==> src/rtl/hash_out_pkg.sv <==
`default_nettype none
// ============================================================================
// Module      : hash_out_pkg
// Description : Shared types and helpers for the hash output buffer.
// Revision    : 1.0 - initial release
// ============================================================================
package hash_out_pkg;

    typedef enum logic [0:0] {
        EMPTY = 1'b0,
        SHIFT = 1'b1
    } t_ser_state;

    // Number of output words that make up one hash.
    function automatic int words_per_hash(input int data_width, input int out_width);
        return data_width / out_width;
    endfunction

endpackage
`default_nettype wire

==> src/rtl/sync_fifo.sv <==
`default_nettype none
// ============================================================================
// Module      : sync_fifo
// Description : Single-clock FIFO with count outputs and same-cycle wr/rd.
// Revision    : 1.0 - initial release
// ============================================================================
module sync_fifo #(
    parameter int WIDTH = 256,
    parameter int DEPTH = 16
) (
    input  logic                     i_clk,
    input  logic                     i_reset,
    input  logic                     i_wr,
    input  logic [WIDTH-1:0]         i_wdata,
    input  logic                     i_rd,
    output logic [WIDTH-1:0]         o_rdata,
    output logic                     o_wr_accept,
    output logic [$clog2(DEPTH):0]   o_count,
    output logic [$clog2(DEPTH):0]   o_next_count
);

    localparam int AW = $clog2(DEPTH);
    localparam logic [AW:0] c_depth = (AW+1)'(DEPTH);

    logic [WIDTH-1:0] r_mem [DEPTH];
    logic [AW-1:0]    r_wr_ptr;
    logic [AW-1:0]    r_rd_ptr;
    logic [AW:0]      r_count;
    logic             w_rd;
    logic             w_wr;
    logic [AW:0]      w_next_count;

    assign w_rd = i_rd && (r_count != '0);
    // A full FIFO still takes a write when the head leaves in the same cycle.
    assign w_wr = i_wr && ((r_count != c_depth) || w_rd);

    always_comb begin
        w_next_count = r_count;
        case ({w_wr, w_rd})
            2'b10:   w_next_count = r_count + 1'b1;
            2'b01:   w_next_count = r_count - 1'b1;
            default: w_next_count = r_count;
        endcase
    end

    always_ff @(posedge i_clk) begin
        if (i_reset) begin
            r_wr_ptr <= '0;
            r_rd_ptr <= '0;
            r_count  <= '0;
        end else begin
            if (w_wr) r_wr_ptr <= r_wr_ptr + 1'b1;
            if (w_rd) r_rd_ptr <= r_rd_ptr + 1'b1;
            r_count <= w_next_count;
        end
    end

    always_ff @(posedge i_clk) begin
        if (w_wr) r_mem[r_wr_ptr] <= i_wdata;
    end

    assign o_rdata      = r_mem[r_rd_ptr];
    assign o_wr_accept  = w_wr;
    assign o_count      = r_count;
    assign o_next_count = w_next_count;

endmodule
`default_nettype wire

==> src/rtl/hash_out_buffer.sv <==
`default_nettype none
// ============================================================================
// Module      : hash_out_buffer
// Description : Buffers scheduler hashes and serialises them MSW-first onto a
//               valid/ready stream. Optional macro HASH_OUT_DROP_CNT_EN adds
//               a saturating dropped-write counter on o_drop_cnt.
// Revision    : 1.0 - initial release
// ============================================================================
module hash_out_buffer
    import hash_out_pkg::*;
#(
    parameter int DATA_WIDTH   = 256,
    parameter int OUT_WIDTH    = 64,
    parameter int DEPTH        = 16,
    parameter int AFULL_MARGIN = 6
) (
    input  logic                  i_clk,
    input  logic                  i_reset,
    input  logic [DATA_WIDTH-1:0] i_d_in,
    input  logic                  i_d_in_wr,
    output logic                  o_d_in_rdy,
    output logic [OUT_WIDTH-1:0]  o_d_out,
    output logic                  o_d_out_valid,
    input  logic                  i_d_out_ready,
    output logic                  o_d_out_last,
    output logic                  o_overflow
`ifdef HASH_OUT_DROP_CNT_EN
    ,
    output logic [15:0]           o_drop_cnt
`endif
);

    localparam int WORDS_PER_HASH = words_per_hash(DATA_WIDTH, OUT_WIDTH);
    localparam int WCW            = (WORDS_PER_HASH > 1) ? $clog2(WORDS_PER_HASH) : 1;
    localparam int CNTW           = $clog2(DEPTH) + 1;
    localparam logic [WCW-1:0]  c_last_word   = WCW'(WORDS_PER_HASH - 1);
    localparam logic            c_single_word = (WORDS_PER_HASH == 1);
    localparam logic [CNTW-1:0] c_afull_level = CNTW'(DEPTH - AFULL_MARGIN);

    logic [DATA_WIDTH-1:0] w_head;
    logic                  w_wr_accept;
    logic [CNTW-1:0]       w_count;
    logic [CNTW-1:0]       w_next_count;
    logic                  w_pop;
    logic                  w_handshake;
    logic                  w_wr_drop;

    t_ser_state            r_state;
    logic [DATA_WIDTH-1:0] r_shift;
    logic [WCW-1:0]        r_word_cnt;
    logic                  r_valid;
    logic                  r_last;
    logic                  r_in_rdy;
    logic                  r_overflow;

    sync_fifo #(
        .WIDTH (DATA_WIDTH),
        .DEPTH (DEPTH)
    ) u_fifo (
        .i_clk        (i_clk),
        .i_reset      (i_reset),
        .i_wr         (i_d_in_wr),
        .i_wdata      (i_d_in),
        .i_rd         (w_pop),
        .o_rdata      (w_head),
        .o_wr_accept  (w_wr_accept),
        .o_count      (w_count),
        .o_next_count (w_next_count)
    );

    assign w_handshake = r_valid && i_d_out_ready;
    assign w_wr_drop   = i_d_in_wr && !w_wr_accept;

    // Pop on idle, or on the final-word handshake so hashes run back to back.
    always_comb begin
        w_pop = 1'b0;
        if (r_state == EMPTY)
            w_pop = (w_count != '0);
        else if (w_handshake && r_last)
            w_pop = (w_count != '0);
    end

    always_ff @(posedge i_clk) begin
        if (i_reset) begin
            r_state    <= EMPTY;
            r_shift    <= '0;
            r_word_cnt <= '0;
            r_valid    <= 1'b0;
            r_last     <= 1'b0;
        end else begin
            case (r_state)
                EMPTY: begin
                    if (w_pop) begin
                        r_shift    <= w_head;
                        r_word_cnt <= '0;
                        r_valid    <= 1'b1;
                        r_last     <= c_single_word;
                        r_state    <= SHIFT;
                    end
                end
                SHIFT: begin
                    if (w_handshake) begin
                        if (!r_last) begin
                            r_shift    <= r_shift << OUT_WIDTH;
                            r_word_cnt <= r_word_cnt + 1'b1;
                            r_last     <= ((r_word_cnt + 1'b1) == c_last_word);
                        end else if (w_pop) begin
                            r_shift    <= w_head;
                            r_word_cnt <= '0;
                            r_last     <= c_single_word;
                        end else begin
                            r_valid    <= 1'b0;
                            r_last     <= 1'b0;
                            r_state    <= EMPTY;
                        end
                    end
                end
                default: begin
                    r_valid <= 1'b0;
                    r_last  <= 1'b0;
                    r_state <= EMPTY;
                end
            endcase
        end
    end

    always_ff @(posedge i_clk) begin
        if (i_reset) begin
            r_in_rdy   <= 1'b1;
            r_overflow <= 1'b0;
        end else begin
            r_in_rdy <= (w_next_count < c_afull_level);
            if (w_wr_drop) r_overflow <= 1'b1;
        end
    end

`ifdef HASH_OUT_DROP_CNT_EN
    logic [15:0] r_drop_cnt;

    always_ff @(posedge i_clk) begin
        if (i_reset)
            r_drop_cnt <= '0;
        else if (w_wr_drop && (r_drop_cnt != 16'hFFFF))
            r_drop_cnt <= r_drop_cnt + 16'd1;
    end

    assign o_drop_cnt = r_drop_cnt;
`endif

    assign o_d_in_rdy    = r_in_rdy;
    assign o_d_out       = r_shift[DATA_WIDTH-1 -: OUT_WIDTH];
    assign o_d_out_valid = r_valid;
    assign o_d_out_last  = r_last;
    assign o_overflow    = r_overflow;

endmodule
`default_nettype wire

==> config.mk <==
export PLATFORM = sky130hd
export DESIGN_NAME = hash_out_buffer
export DESIGN_NICKNAME = d
export VERILOG_FILES = /design/src/rtl/hash_out_pkg.sv /design/src/rtl/sync_fifo.sv /design/src/rtl/hash_out_buffer.sv
export SDC_FILE = /design/constraint.sdc
export NUM_CORES = 2
export LEC_CHECK = 0
export CAP_MARGIN = 20
export CORE_MARGIN = 1.5
export CORE_UTILIZATION = 44
export DETAILED_ROUTE_END_ITERATION = 6
export SYNTH_ARGS = -nofsm -noshare
export SYNTH_HDL_FRONTEND = slang
export SYNTH_SLANG_ARGS = --single-unit
==> constraint.sdc <==
create_clock -name i_clk -period 29.1 [get_ports i_clk]
set_input_delay 2.91 -clock i_clk [delete_from_list [all_inputs] [get_ports i_clk]]
set_output_delay 2.91 -clock i_clk [all_outputs]
set_load 0.02 [all_outputs]
==> flow_metrics.py <==
metrics = {
    "clock_network": {
        "postCtsHoldBufs": 0,
        "cts_buffer_depth": 4,
        "cts_tree": "yes",
        "postCtsSetupBuffers": 0,
        "cts.sinks": 4376,
        "cts.clk_slew.worst_paths_ns": 0.06,
        "cts_resized": 0,
        "clk_latency_ns": 0.99,
        "root_buffer": "clkbuf_16",
        "htree_levels": 5,
        "cts_made_buffers": 445,
    },
    "critical_path": {
        "slowest_delay_ns": 0.91,
        "start_kind": "input port",
        "critical_path_depth": 9,
        "r2r_slack_ns": 23.44,
        "crit_family": "buffers and inverters",
        "worstPathRequired_ns": 29.68,
        "worstPathMaxFanout": 51,
        "worst_path_max_delay_cell": "buf_4",
        "crit_path_cell_trace": "clkdlybuf4s50_1, nand3_1, a41oi_1, buf_4, nand2_1, nor2_4, buf_4, buf_4, buf_4",
        "worstPathArrival_ns": 7.15,
        "cp_num_buf_inv": 5,
        "reg2reg_depth": 8,
        "critPathMostFrequentCell": "buf_4",
        "regToRegEndpoint": "r_shift[116]$_SDFFE_PP0N_",
        "crit_path_start": "i_d_out_ready",
        "cp-endpoint": "u_fifo.r_mem[14][227]$_DFFE_PP_",
        "cp-end-kind": "register",
        "crit_type": "in2reg",
    },
    "power": {
        "p_leak_uw": 0.05767,
        "p_per_area_mw_per_mm2": 84.55,
        "ir_drop_mv": 0.06805,
    },
    "run_status": {
        "status": "finished, violations left",
        "violations": "DRC",
    },
    "synth": {
        "yosys_warnings": 0,
        "syn_nets": 7678,
        "synthCells": 7409,
        "synth_edf_count": 4096,
        "synth_cell_types": 59,
        "async_flop_share_pct": 0,
        "syn-cell-area_sq_mm": 0.1645,
        "synth.avg_cell_area_sq_um": 22.20,
        "synthFlopType": "edfxtp_1",
        "ys_ff_latch": 4376,
        "ys_seq_area_share_pct": 78.20,
    },
    "drt": {
        "via_count": 81220,
        "dr.pass1.iters": 7,
        "wl_um": 449800,
        "drc_errors": 41,
        "first_iter_violations": 9073,
        "drt-wirelength-per-cell_um": 34.07,
        "avgViaCountPerCell": 6.151,
        "drtAntennaViolNets": 0,
    },
    "final_layout": {
        "layout_commonest_cell": "edfxtp_1",
        "num-fill-cells": 29340,
        "final_cells": 13200,
        "drive_gt1_share_pct": 23.09,
        "mostFrequentLayoutCells": "edfxtp_1, mux4_2, clkbuf_16",
        "final_nets": 8080,
        "area_growth_pct": 14.03,
    },
    "sta": {
        "final-max-slew-violation-count": 0,
        "worst_slew_pin_slew_ns": 1.369,
        "rsz0062_at_grt": "no",
        "fmax_ghz": 0.1522,
        "fin_skew_ns": 0.07037,
        "period_minus_slack_ns": 6.569,
        "period_share_pct": 22.57,
        "finalSetupViolCount": 0,
        "slew_headroom_pct": 8.724,
        "hold_viol": 0,
        "fin_setup_tns_ns": 0,
    },
    "floorplan": {
        "chipWidth_um": 614.4,
        "rows": 224,
        "dieHeight_um": 614.4,
        "ios": 328,
        "coreArea_sq_mm": 0.3722,
        "initial_utilization_pct": 44.19,
        "die_area_sq_mm": 0.3774,
    },
    "global_route": {
        "antenna_found_initial": 95,
        "grt_overflow": 0,
        "grt_pass1_vias": 81590,
        "grt_max_degree": 133,
        "grt_usage_pct": 23.45,
        "grt_pass1_wl_um": 632000,
    },
    "worst_hold_path": {
        "hold_path_depth": 1,
        "hp-class": "reg2reg",
    },
    "flow_run": {
        "maxCapViolCount": 0,
    },
    "placed_design": {
        "placed_cells": 12340,
        "routabilityCongestion": 0.7854,
        "port-buffer-count": 327,
        "dp_hpwl_um": 248400,
    },
}
[synthesized netlist by cell type (all sizes together), types with 7 or more instances]
library cell / instances / area, sq um
a21o: 60 / 450.4
edfxtp: 4096 / 123000
nor2: 87 / 339.1
o21ai: 51 / 259.0
nand2b: 8 / 50.05
a221oi: 19 / 166.4
nor2b: 94 / 588.1
and3: 7 / 43.79
a311oi: 8 / 70.07
buf: 311 / 1760
nor4: 43 / 284.0
clkbuf: 207 / 777.0
mux2i: 36 / 360.4
a22oi: 278 / 2087
a221o: 100 / 1001
a211oi: 115 / 863.3
a2111oi: 7 / 61.31
o22ai: 105 / 656.9
mux2: 42 / 473.0
mux4: 1024 / 23060
a22o: 31 / 271.5
xor2: 7 / 61.31
nand3b: 25 / 187.7
inv: 8 / 30.03
dfxtp: 280 / 5605
nor3: 25 / 125.1
nand2: 83 / 316.6
a21boi: 8 / 60.06
a21oi: 175 / 875.8
or3: 11 / 68.82
ha: 9 / 112.6
[kinds of logic (layout without fill, tap and decap cells)]
kind of cell    Yosys count  count (layout)  share of synthesized area, %
mux                    1102            1102                         14.53
compound gates          984             984                         4.298
simple gates            400             400                         1.283
fa+ha+maj                 9               9                       0.06847
other cells               0              29                             0
xor+xnor                 11              11                       0.05858
flops                  4376            4376                         78.20
buf+inv                 527            1320                         1.563
[flip-flops by register name, summed over array words and instances, names as in the netlist, named ones only]
register,count
r_shift,256
r_state,1
u_fifo.r_wr_ptr,4
o_d_out_last,1
r_word_cnt,2
u_fifo.r_rd_ptr,4
u_fifo.o_count,5
u_fifo.r_mem,4096
o_overflow,1
o_d_out_valid,1
o_d_in_rdy,1
[metal layers]
| metal | vias up | track usage, % | wire [um] |
|---|---|---|---|
| met2 | 3538 | 38.24 | 218300 |
| met4 | 68 | 6.370 | 13180 |
| met5 | - | 0 | 450 |
| met3 | 760 | 4.357 | 35570 |
| li1 | 32470 | - | - |
| met1 | 44390 | 32.62 | 182300 |
[worst register-to-register path: stages (launching register included)]
cell and delay [ns]:
dfxtp_4 0.77, buf_12 0.64, buf_12 0.78, buf_4 0.87, buf_4 0.78, mux4_2 0.66, o22ai_1 0.57, a211oi_1 0.16
a221o_1 0.31
[worst min path at each step]
stage	from	slack, ns	endpoint
4_1_cts	r_shift[22]$_SDFFE_PP0N_	0.46	r_shift[22]$_SDFFE_PP0N_
5_1_grt	r_shift[62]$_SDFFE_PP0N_	0.49	r_shift[62]$_SDFFE_PP0N_
3_5_place_dp	r_shift[22]$_SDFFE_PP0N_	0.45	r_shift[22]$_SDFFE_PP0N_
2_1_floorplan	r_shift[38]$_SDFFE_PP0N_	0.43	r_shift[38]$_SDFFE_PP0N_
3_3_place_gp	r_shift[62]$_SDFFE_PP0N_	0.45	r_shift[62]$_SDFFE_PP0N_
6_report	r_shift[22]$_SDFFE_PP0N_	0.46	r_shift[22]$_SDFFE_PP0N_
[final cells by class]
type / count / area [sq um] / share of cell area, %
Sequential cell: 4376 / 128600 / 68.59
Inverter: 9 / 33.78 / 0.01801
Clock buffer: 647 / 12530 / 6.682
Tap cell: 4972 / 6221 / 3.317
Clock inverter: 191 / 1836 / 0.9788
Multi-Input combinational cell: 2506 / 33480 / 17.85
Antenna cell: 29 / 72.57 / 0.03870
Timing Repair Buffer: 473 / 4733 / 2.524
[where the power goes]
| part | total, uW | switching [uW] | internal, uW |
|---|---|---|---|
| logic | 2780 | 1560 | 1220 |
| clock network | 5610 | 2380 | 3230 |
| registers | 7470 | 338 | 7130 |
[through the flow]
stage          util (%)  total power [uW]  instance area, sq um  setup slack (ns)  hold WS, ns
6_report          50.38             15860                187500             22.53       0.4598
5_1_grt           50.37             16350                187500             22.38       0.4901
4_1_cts           50.36             15970                187400             22.54       0.4624
3_5_place_dp      46.50             10400                173100             21.51       0.4486
3_3_place_gp      46.50             10370                173100             21.52       0.4489
2_1_floorplan         -              9375                164500             6.837       0.4264
No activity file was read; power rests on OpenSTA's default activity.
